### config.mk
export PLATFORM = sky130hd
export DESIGN_NAME = i2s_frame_packer
export DESIGN_NICKNAME = d
export VERILOG_FILES = /design/src/rtl/i2s_frame_packer.sv
export SDC_FILE = /design/constraint.sdc
export NUM_CORES = 1
export LEC_CHECK = 0
export BUFFER_PORTS_ARGS = -buffer_cell sky130_fd_sc_hd__buf_2
export CAP_MARGIN = 20
export CELL_PAD_IN_SITES_DETAIL_PLACEMENT = 1
export CELL_PAD_IN_SITES_GLOBAL_PLACEMENT = 1
export CORE_ASPECT_RATIO = 1.1
export CORE_MARGIN = 5
export CORE_UTILIZATION = 51
export CTS_CLUSTER_DIAMETER = 100
export DETAILED_ROUTE_END_ITERATION = 10
export PLACE_DENSITY_LB_ADDON = 0.1
export SETUP_SLACK_MARGIN = 0.1
export SYNTH_ARGS = -nofsm -noshare
export SYNTH_HDL_FRONTEND = slang
export SYNTH_SLANG_ARGS = --single-unit
### constraint.sdc
create_clock -name clk -period 4.2 [get_ports clk]
set_input_delay 0.42 -clock clk [delete_from_list [all_inputs] [get_ports clk]]
set_output_delay 0.42 -clock clk [all_outputs]
set_load 0.02 [all_outputs]
### src/rtl/i2s_frame_packer.sv
// I2S receiver and record packer: derives sck/ws from clk, captures Philips-aligned
// samples, decimates, truncates and writes sync/data records into a byte FIFO.
module i2s_frame_packer #(
    parameter int         CLK_FREQ      = 100_000_000,
    parameter int         I2S_CLK_FREQ  = 1_500_000,
    parameter int         SAMPLE_BITS   = 24,
    parameter int         OUT_BYTES     = 2,
    parameter int         CHANNELS      = 2,
    parameter int         REDUCE_FACTOR = 2,
    parameter int         SYNC_PERIOD   = 127,
    parameter logic [7:0] SYNC_BYTE     = 8'hAA
) (
    input  logic        clk,
    input  logic        rst_n,
    input  logic        enable,
    output logic        i2s_sck,
    output logic        i2s_ws,
    input  logic        i2s_sd,
    output logic        fifo_wr_en,
    output logic [7:0]  fifo_wr_data,
    input  logic        fifo_full,
    output logic [15:0] dropped_frames
);

    localparam int CLK_DIV     = CLK_FREQ / (2 * I2S_CLK_FREQ);
    localparam int FRAME_BYTES = OUT_BYTES * CHANNELS;
    localparam int DIV_W       = (CLK_DIV > 1) ? $clog2(CLK_DIV) : 1;
    localparam int FC_W        = (REDUCE_FACTOR > 1) ? $clog2(REDUCE_FACTOR) : 1;
    localparam int SC_W        = (SYNC_PERIOD > 1) ? $clog2(SYNC_PERIOD) : 1;
    localparam int BI_W        = (FRAME_BYTES > 1) ? $clog2(FRAME_BYTES) : 1;
    localparam int LOW_BIT     = SAMPLE_BITS - 8 * OUT_BYTES;

    typedef enum logic [1:0] {
        IDLE = 2'd0,
        SYNC = 2'd1,
        DATA = 2'd2
    } state_e;

    logic [DIV_W-1:0]         div_q, div_d;
    logic                     sck_q, sck_d;
    logic                     ws_q, ws_d;
    logic [5:0]               bit_q, bit_d;
    logic [SAMPLE_BITS-1:0]   sr_l_q, sr_l_d;
    logic [SAMPLE_BITS-1:0]   sr_r_q, sr_r_d;
    logic [FC_W-1:0]          frame_cnt_q, frame_cnt_d;
    logic [SC_W-1:0]          kept_cnt_q, kept_cnt_d;
    state_e                   state_q, state_d;
    logic [BI_W-1:0]          byte_idx_q, byte_idx_d;
    logic [FRAME_BYTES*8-1:0] snap_q, snap_d;
    logic [15:0]              dropped_q, dropped_d;

    logic       div_wrap;
    logic       sck_rise;
    logic       sck_fall;
    logic       frame_stb;
    logic       keep;
    logic       sync_due;
    logic [5:0] bit_inc;

    assign div_wrap  = (div_q == DIV_W'(CLK_DIV - 1));
    assign sck_rise  = enable && div_wrap && !sck_q;
    assign sck_fall  = enable && div_wrap && sck_q;
    assign bit_inc   = bit_q + 6'd1;
    assign frame_stb = sck_fall && (bit_q == 6'd63);
    assign keep      = frame_stb && (frame_cnt_q == '0);
    assign sync_due  = (kept_cnt_q == '0);

    // Bit-clock generation, framing, capture and the decimation/sync counters.
    always_comb begin
        div_d       = div_q;
        sck_d       = sck_q;
        ws_d        = ws_q;
        bit_d       = bit_q;
        sr_l_d      = sr_l_q;
        sr_r_d      = sr_r_q;
        frame_cnt_d = frame_cnt_q;
        kept_cnt_d  = kept_cnt_q;
        if (!enable) begin
            div_d       = '0;
            sck_d       = 1'b0;
            ws_d        = 1'b0;
            bit_d       = '0;
            sr_l_d      = '0;
            sr_r_d      = '0;
            frame_cnt_d = '0;
            kept_cnt_d  = '0;
        end else begin
            if (div_wrap) begin
                div_d = '0;
                sck_d = !sck_q;
            end else begin
                div_d = div_q + DIV_W'(1);
            end
            if (sck_fall) begin
                bit_d = bit_inc;
                ws_d  = bit_inc[5];
            end
            // Slot bit k (1..SAMPLE_BITS) after a ws edge lands MSB first.
            if (sck_rise) begin
                for (int k = 0; k < SAMPLE_BITS; k++) begin
                    if (int'(bit_q[4:0]) == SAMPLE_BITS - k) begin
                        if (!bit_q[5]) begin
                            sr_l_d[k] = i2s_sd;
                        end else if (CHANNELS == 2) begin
                            sr_r_d[k] = i2s_sd;
                        end
                    end
                end
            end
            if (frame_stb) begin
                if (frame_cnt_q == FC_W'(REDUCE_FACTOR - 1)) begin
                    frame_cnt_d = '0;
                end else begin
                    frame_cnt_d = frame_cnt_q + FC_W'(1);
                end
            end
            // Counts kept frames even when they are dropped, keeping the sync cadence.
            if (keep) begin
                if (kept_cnt_q == SC_W'(SYNC_PERIOD - 1)) begin
                    kept_cnt_d = '0;
                end else begin
                    kept_cnt_d = kept_cnt_q + SC_W'(1);
                end
            end
        end
    end

    assign fifo_wr_en = (state_q != IDLE) && !fifo_full;

    // Record writer: snapshot on a kept frame, then emit sync and/or data bytes.
    always_comb begin
        state_d    = state_q;
        byte_idx_d = byte_idx_q;
        snap_d     = snap_q;
        dropped_d  = dropped_q;
        case (state_q)
            IDLE: begin
                if (keep) begin
                    byte_idx_d = '0;
                    state_d    = sync_due ? SYNC : DATA;
                    for (int c = 0; c < CHANNELS; c++) begin
                        for (int j = 0; j < OUT_BYTES; j++) begin
                            if (c == 0) begin
                                snap_d[(c*OUT_BYTES + j)*8 +: 8] = sr_l_q[LOW_BIT + 8*j +: 8];
                            end else begin
                                snap_d[(c*OUT_BYTES + j)*8 +: 8] = sr_r_q[LOW_BIT + 8*j +: 8];
                            end
                        end
                    end
                end
            end
            default: begin
                if (fifo_wr_en) begin
                    if (byte_idx_q == BI_W'(FRAME_BYTES - 1)) begin
                        byte_idx_d = '0;
                        state_d    = (state_q == SYNC) ? DATA : IDLE;
                    end else begin
                        byte_idx_d = byte_idx_q + BI_W'(1);
                    end
                end
                if (keep && (dropped_q != 16'hFFFF)) begin
                    dropped_d = dropped_q + 16'd1;
                end
            end
        endcase
    end

    always_comb begin
        fifo_wr_data = 8'h00;
        if (state_q == SYNC) begin
            fifo_wr_data = SYNC_BYTE;
        end else if (state_q == DATA) begin
            for (int b = 0; b < FRAME_BYTES; b++) begin
                if (byte_idx_q == BI_W'(b)) begin
                    fifo_wr_data = snap_q[b*8 +: 8];
                end
            end
        end
    end

    always_ff @(posedge clk or negedge rst_n) begin
        if (!rst_n) begin
            div_q       <= '0;
            sck_q       <= 1'b0;
            ws_q        <= 1'b0;
            bit_q       <= '0;
            sr_l_q      <= '0;
            sr_r_q      <= '0;
            frame_cnt_q <= '0;
            kept_cnt_q  <= '0;
            state_q     <= IDLE;
            byte_idx_q  <= '0;
            snap_q      <= '0;
            dropped_q   <= '0;
        end else begin
            div_q       <= div_d;
            sck_q       <= sck_d;
            ws_q        <= ws_d;
            bit_q       <= bit_d;
            sr_l_q      <= sr_l_d;
            sr_r_q      <= sr_r_d;
            frame_cnt_q <= frame_cnt_d;
            kept_cnt_q  <= kept_cnt_d;
            state_q     <= state_d;
            byte_idx_q  <= byte_idx_d;
            snap_q      <= snap_d;
            dropped_q   <= dropped_d;
        end
    end

    assign i2s_sck        = sck_q;
    assign i2s_ws         = ws_q;
    assign dropped_frames = dropped_q;

endmodule
==> results of run 1 <==
==> cell type report <==
class,count,area (um2),share of cell area [%]
inverter,12,45.04,0.7980
tap,120,150.1,2.660
timing repair buffer,37,222.7,3.946
clock inverter,5,80.08,1.419
sequential,105,2628,46.55
multi-input combinational,393,2381,42.19
clock buffer,10,137.6,2.438
==> placed cells by master (no fill, tap or decap), drive strengths merged, types with 3 or more instances in the layout <==
master  synthesis  final
nor2           20     20
inv            12     12
nor2b          12     12
buf             5     37
a21boi          7      7
xnor2          16     16
nand3          25     25
nor3           11     11
nand2         124    124
o31ai          30     30
and3            5      5
a221oi          7      7
o211ai         28     28
ha             15     15
a21oi          10     10
xor2            8      8
nand3b          9      9
o21ai          13     13
nand4          10     10
nand4b          3      3
nand2b          3      3
nor4            3      3
or3             3      3
dfrtp         105    105
and2           10     10
o21a            3      3
mux2i           3      3
clkbuf         25     10
==> sequential cells by signal (all words and copies together) (netlist names), 2 cells and up <==
| signal | cells |
|---|---|
| snap_q | 32 |
| dropped_frames | 16 |
| sr_l_q | 16 |
| sr_r_q | 16 |
| kept_cnt_q | 7 |
| div_q | 6 |
| bit_q | 5 |
| byte_idx_q | 2 |
| state_q | 2 |
==> cells by family after synthesis <==
group / count (synthesis) / synth area share [%]
mux: 4 / 0.7983
compound gates: 101 / 14.13
fa+ha+maj: 15 / 3.628
buf+inv: 42 / 3.169
flops: 105 / 50.80
xor+xnor: 24 / 4.064
simple gates: 249 / 23.42
==> cell usage after synthesis, drive strengths merged (2+ instances only) <==
library cell / instances / area (um2)
a21boi: 7 / 52.55
a21oi: 10 / 50.05
a221oi: 7 / 61.31
and2: 10 / 62.56
and3: 5 / 31.28
and4: 2 / 17.52
buf: 5 / 25.02
clkbuf: 25 / 93.84
dfrtp: 105 / 2628
ha: 15 / 187.7
inv: 12 / 45.04
mux2i: 3 / 30.03
nand2: 124 / 465.5
nand2b: 3 / 18.77
nand3: 25 / 125.1
nand3b: 9 / 67.56
nand4: 10 / 62.56
nand4b: 3 / 26.28
nor2: 20 / 75.07
nor2b: 12 / 75.07
nor3: 11 / 55.05
nor3b: 2 / 15.01
nor4: 3 / 31.28
nor4b: 2 / 17.52
o211ai: 28 / 210.2
o21a: 3 / 22.52
o21ai: 13 / 65.06
o31ai: 30 / 225.2
or3: 3 / 18.77
xnor2: 16 / 140.1
xor2: 8 / 70.07
==> per-layer routing <==
layer | global-route usage [%] | up-vias | wire length [um]
met5 | 0 | - | 0
li1 | - | 1926 | -
met1 | 27.71 | 2046 | 5661
met2 | 38.90 | 72 | 6350
met4 | 6.390 | 0 | 145
met3 | 3.955 | 14 | 432
==> power by group through the flow <==
stage,logic (mW),clock network (mW),registers [mW]
after floorplan,0.0388,0,1.04
after global placement,0.0731,0,1.04
after detailed placement,0.0751,0,1.04
after CTS,0.0754,0.719,1.02
after global routing,0.0865,0.757,1.02
final,0.0761,0.696,1.02
==> worst min-delay path by stage <==
stage,start,end,slack [ns],depth (start not counted)
detailed placement,snap_q[28],snap_q[28],0.46,2
global route,rst_n,snap_q[24],0.07,1
finish,rst_n,snap_q[24],0.04,1
CTS,rst_n,snap_q[27],0.05,1
floorplan,rst_n,bit_q[0],0.12,0
global placement,snap_q[6],snap_q[6],0.45,2
==> summary.md, run 1 <==
| Metric | Value |
|---|---|
| Status | `finished, final reports clean` |
| Core area | `9889 um2` |
| DIE AREA | `12260 um2` |
| R2R depth | `7` |
| Normalized max-slew margin | `40.80%` |
| Setup Total Neg Slack | `0 ns` |
| CTS Root Cell | `clkbuf_8` |
| CP Launch Type | `register` |
| H-Tree Depth | `3` |
| Clock power share | `38.9%` |
| Critical path depth in cells | `8` |
| Critical Path RT | `approximately 3.8 ns` |
| Routed wire length | `12.59 mm` |
| Syn. warnings | `0` |
| Hold_buf cts | `0` |
| Reg2Reg Setup Slack | `1.25 ns` |
| Gr ovfl total | `0` |
| Worst Tran Pin Value | `0.8806 ns` |
| CP endpoint | `fifo_wr_data[3]` |
| Slew Limit Fails | `0` |
| Worst setup path class | `register to output pin` |
| Max-Cap Viols | `0` |
| DP Wirelength | `8.581 mm` |
| Pint | `1.382 mW` |
| Post-route minimum period | `3.082 ns` |
| Initial antenna violation count | `0` |
| Clk_lat worst skew | `0.38 ns` |
| Distinct cell type count of the synthesized netlist | `42` |
| DRC | `0` |
| Synth Net Count | `560` |
| DR WL/cell | `18.46 um` |
| Final WS setup | `1.118 ns` |
| Finished Cell Area | `5644 um2` |
| CP max stage cell | `nor2b_1` |
| Clock sink total | `105` |
| CTS Buffer Depth | `2` |
| Layout Utilization | `57.07%` |
| Largest net degree at the start of global routing | `47` |
| Flops & latches, synth | `105` |
| Critical Path, Cell by Cell | `inv_1, ha_1, nor2b_1, a221oi_1, nor3_1, a21oi_1, o21ai_0, buf_2` |
| Die Height | `approximately 120 um` |
| Worst path buffer plus inverter count | `2` |
| F_max | `around 0.32 GHz` |
| Pwr/cell area | `316.9 nW/um2` |
| Setup crit end kind | `output pin` |
| Net Switching | `between 400 and 500 uW` |
| Worst Hold Class | `input port to async pin` |
| PostCTS Resize Cnt | `0` |
| Width of the chip | `106.0 um` |
| CP Max Fanout | `10` |
| Flop pwr share | `56.8%` |
| Hold WS | `approximately 0.037 ns` |
| FF-to-FF Start | `div_q[0]` |
| GPL Wtd Cong | `0.7681` |
| Crit-path leading delay family | `simple AND/OR/NAND/NOR gates` |
| RSZ-0062 raised after global routing | `no` |
| Number of flops mapped to enable cells by yosys | `0` |
| Synth Instances | `540` |
| Dpl ws | `1.287 ns` |
| Post-CTS setup buffer count | `0` |
| Drt pass-1 iters | `4` |
| Fin crit share | `~73%` |
| Vias per cell | `between 5 and 6` |
| Num ports | `32` |
| CTS clk-pin slew, worst paths | `0.09 ns` |
| Sequential share of the synthesized area | `50.80%` |
| N_diodes | `0` |
| Port Buf Inserts | `31` |
| Syn Area/Cell | `9.579 um2` |
| Global-route wire length before repair | `21.63 mm` |
| Area Overhead vs Synth | `9.119%` |
| CTS Buf Count | `9` |
| Std cell rows | `38` |
| Maximum vdd drop | `0.1949 mV` |
| Max Clock Skew | `0.01221 ns` |
| Crit path largest cell delay | `0.60 ns` |
| Effective utilization at floorplan | `a little over half` |
| Ys async rst share | `100.0%` |
| Routed via count | `4058` |
| Reg2reg end | `dropped_frames[12]` |
| Placed inst area | `5399 um2` |
| Placed Instances | `666` |
| Final std cells w/o fill | `682` |
| Data arrival, critical path | `2.66 ns` |
| Total Routing Usage GR | `a little over a fifth` |
| P_leak | `between 2 and 3 nW` |
| Total power | `roughly 1.8 mW` |
| Ys flop type | `dfrtp_1` |
| Share of cells above drive strength 1 | `about a tenth` |
| Switching Fraction | `between 20% and 30%` |
| Mapped Area | `5172 um2` |
| Final Hold Viols | `0` |
| Antenna Nets Post-Route | `0` |
| Initial DRC count | `156` |
| Combinational Power Share | `4.3%` |
| Final Setup Violations | `0` |
| Crit path from | `byte_idx_q[1]` |
| Final #Nets | `578` |
| Vias in the first global route | `about 4300` |
| CTS tree | `done` |
| Final-layout fill cell count | `1122` |
No activity file was read; power rests on OpenSTA's default activity.
==> run 2, diff against run 1 <==
--- a/config.mk
+++ b/config.mk
@@ -11,7 +11,7 @@
 export CELL_PAD_IN_SITES_GLOBAL_PLACEMENT = 1
 export CORE_ASPECT_RATIO = 1.1
 export CORE_MARGIN = 5
-export CORE_UTILIZATION = 51
+export CORE_UTILIZATION = 43
 export CTS_CLUSTER_DIAMETER = 100
 export DETAILED_ROUTE_END_ITERATION = 10
 export PLACE_DENSITY_LB_ADDON = 0.1
==> constraint.sdc (replaced) <==
create_clock -name clk -period 2.7 [get_ports clk]
set_input_delay 0.27 -clock clk [delete_from_list [all_inputs] [get_ports clk]]
set_output_delay 0.27 -clock clk [all_outputs]
set_load 0.02 [all_outputs]
==> run 2 against run 1 <==
Highest routed layer unchanged. Critical path depth stayed put. Setup slack lost 0.90 ns. Power increased by 76%. Utilization decreased by 7.5 points. Design area up 4.7%. Critical path type is now register to register. Clock skew decreased by 0.0028 ns. First-iteration DRC count up 13%. Count of clock-buffer cells in the layout did not move. Clock power increased by 110%. Critical endpoint is now kept_cnt_q[3]. Register-to-register slack worse by 1.0 ns. Global-route usage fell by 2.5 points. Die area grew 17%.
==> summary.md, run 2 (same netlist as run 1, synthesis figures left out) <==
| Metric | Value |
|---|---|
| Core area | `11930 um2 (+21%)` |
| Initial DRC count | `176 (+13%)` |
| CP Launch Type | `register` |
| GPL Wtd Cong | `0.8116 (+5.7%)` |
| CP Max Fanout | `4 (-6)` |
| Total Routing Usage GR | `19.47% (-2.5 points)` |
| Effective utilization at floorplan | `43.36% (-8.9 points)` |
| Worst setup path class | `register to register` |
| Initial antenna violation count | `0 (unchanged)` |
| Total power | `3.151 mW (+76%)` |
| Most frequent cells in the layout | `124 x nand2_1, 105 x dfrtp_1, 30 x o31ai_1, 30 x buf_2, 28 x o211ai_1` |
| Max reg flops | `32 (unchanged)` |
| Num ports | `32 (unchanged)` |
| Worst hold endpoint | `div_q[1]` |
| Die Height | `125.0 um (+8.1%)` |
| P_leak | `2.786 nW (+4.1%)` |
| Finished Cell Area | `5908 um2 (+4.7%)` |
| Global-route wire length before repair | `22.57 mm (+4.3%)` |
| Biggest register | `snap_q` |
| R2R depth | `8 (+1)` |
| Post-route minimum period | `2.484 ns` |
| DIE AREA | `14320 um2 (+17%)` |
| Critical Path RT | `2.96 ns (-0.82 ns)` |
| Vias per cell | `5.556 (-6.6%)` |
| Routed wire length | `13.25 mm (+5.3%)` |
| Layout Utilization | `49.53% (-7.5 points)` |
| CTS tree | `done` |
| Area Overhead vs Synth | `14.22%` |
| Std cell rows | `42 (+11%)` |
| RSZ-0062 raised after global routing | `yes` |
| Max Clock Skew | `0.009408 ns (-0.002806 ns)` |
| H-Tree Depth | `3 (unchanged)` |
| Reg2Reg Setup Slack | `0.22 ns (-1.03 ns)` |
| Share of cells above drive strength 1 | `12.89% (+2.6 points)` |
| Status | `finished, final reports clean` |
| FF-to-FF Start | `div_q[0]` |
| Normalized max-slew margin | `50.67% (+9.9 points)` |
| Hold Path Origin | `enable` |
| Commonest non-fill, non-tap cell in the layout | `nand2_1` |
| CTS Root Cell | `clkbuf_16` |
| Final Setup Violations | `0 (unchanged)` |
| Fin crit share | `around 92%` |
| Gr ovfl total | `0 (unchanged)` |
| Setup Total Neg Slack | `0 ns (unchanged)` |
| DR WL/cell | `18.20 um (-1.4%)` |
| Worst Hold Class | `input port to register` |
| CTS Buffer Depth | `2 (unchanged)` |
| Clk_lat worst skew | `0.35 ns (-0.03 ns)` |
| Placed inst area | `5542 um2 (+2.6%)` |
| Port Buf Inserts | `31 (unchanged)` |
| Antenna Nets Post-Route | `0 (unchanged)` |
| Clock sink total | `105 (unchanged)` |
| Drt pass-1 iters | `4 (unchanged)` |
| Setup crit end kind | `register` |
| Final #Nets | `589 (+1.9%)` |
| Vias in the first global route | `4387 (+2.5%)` |
| Maximum vdd drop | `0.3239 mV (+66%)` |
| Width of the chip | `114.6 um (+8.1%)` |
| Reg2reg end | `kept_cnt_q[3]` |
| Max-Cap Viols | `0 (unchanged)` |
| Largest net degree at the start of global routing | `59 (+26%)` |
| Data arrival, critical path | `2.74 ns (+0.08 ns)` |
| Worst Tran Pin Value | `0.7400 ns (-0.1406 ns)` |
| F_max | `0.4025 GHz` |
| Hold path cells | `2` |
| Final Hold Viols | `0 (unchanged)` |
| DP Wirelength | `8.930 mm (+4.1%)` |
| DRC | `0 (unchanged)` |
| CTS Buf Count | `9 (unchanged)` |
| CTS clk-pin slew, worst paths | `0.07 ns (-0.02 ns)` |
| Pwr/cell area | `533.3 nW/um2 (+68%)` |
| N_diodes | `0 (unchanged)` |
| Slew Limit Fails | `0 (unchanged)` |
| Routed via count | `4045 (-0.32%)` |
[run 2: report_power, final]
group	switching [mW]	total [mW]	internal, mW
Sequential	0.00544	1.58	1.58
Combinational	0.0896	0.126	0.0368
Clock	0.601	1.44	0.842
[run 2: routing by layer]
metal  wire length [um]  track usage, %
met3                296           2.803
met5                  0               0
met2               6632           33.40
met4                190           5.311
met1               6131           25.58
[run 2: worst max path at each step]
stage / slack, ns / end / startpoint / depth (start not counted)
5_1_grt: 0.05 / fifo_wr_data[0] / byte_idx_q[1] / 9
6_report: 0.22 / kept_cnt_q[3] / div_q[0] / 8
2_1_floorplan: 0.14 / dropped_frames[1] / div_q[0] / 7
3_5_place_dp: 0.06 / dropped_frames[1] / div_q[0] / 6
3_3_place_gp: 0.12 / dropped_frames[1] / div_q[0] / 6
4_1_cts: 0.11 / fifo_wr_data[1] / byte_idx_q[0] / 7
[run 2: layout make-up]
class / instances / area [um2]
well taps: 154 / 192.7
repair buffers: 48 / 316.6
clock inverters: 6 / 91.34
fillers: 1361 / 6021
inverters: 12 / 45.04
flip-flops and latches: 105 / 2628
multi-input cells: 393 / 2396
clock buffers: 10 / 239.0
[run 2: through the flow]
stage               cells  hold slack, ns  setup WS (ns)
CTS                   728          0.2222         0.1079
finish                728          0.2312         0.2158
global route          728          0.2374        0.05075
global placement      710          0.3415         0.1245
floorplan             540        -0.02559         0.1444
detailed placement    710          0.3496        0.06207
[run 2: critical path, stage by stage, from the launching register on]
cell	delay, ns
dfrtp_1	0.41
inv_1	0.07
ha_1	0.16
or4b_1	0.46
buf_4	0.17
nor4_2	0.39
nand2_1	0.18
or3_1	0.37
a21boi_0	0.19
[run 2: what timing repair did]
item	in CTS	in global routing
buffers inserted	1	0
hold buffers	1	0
hold endpoints to repair	47	0
resized for setup	1	6
pin swaps	1	3
setup endpoints to repair	4	21
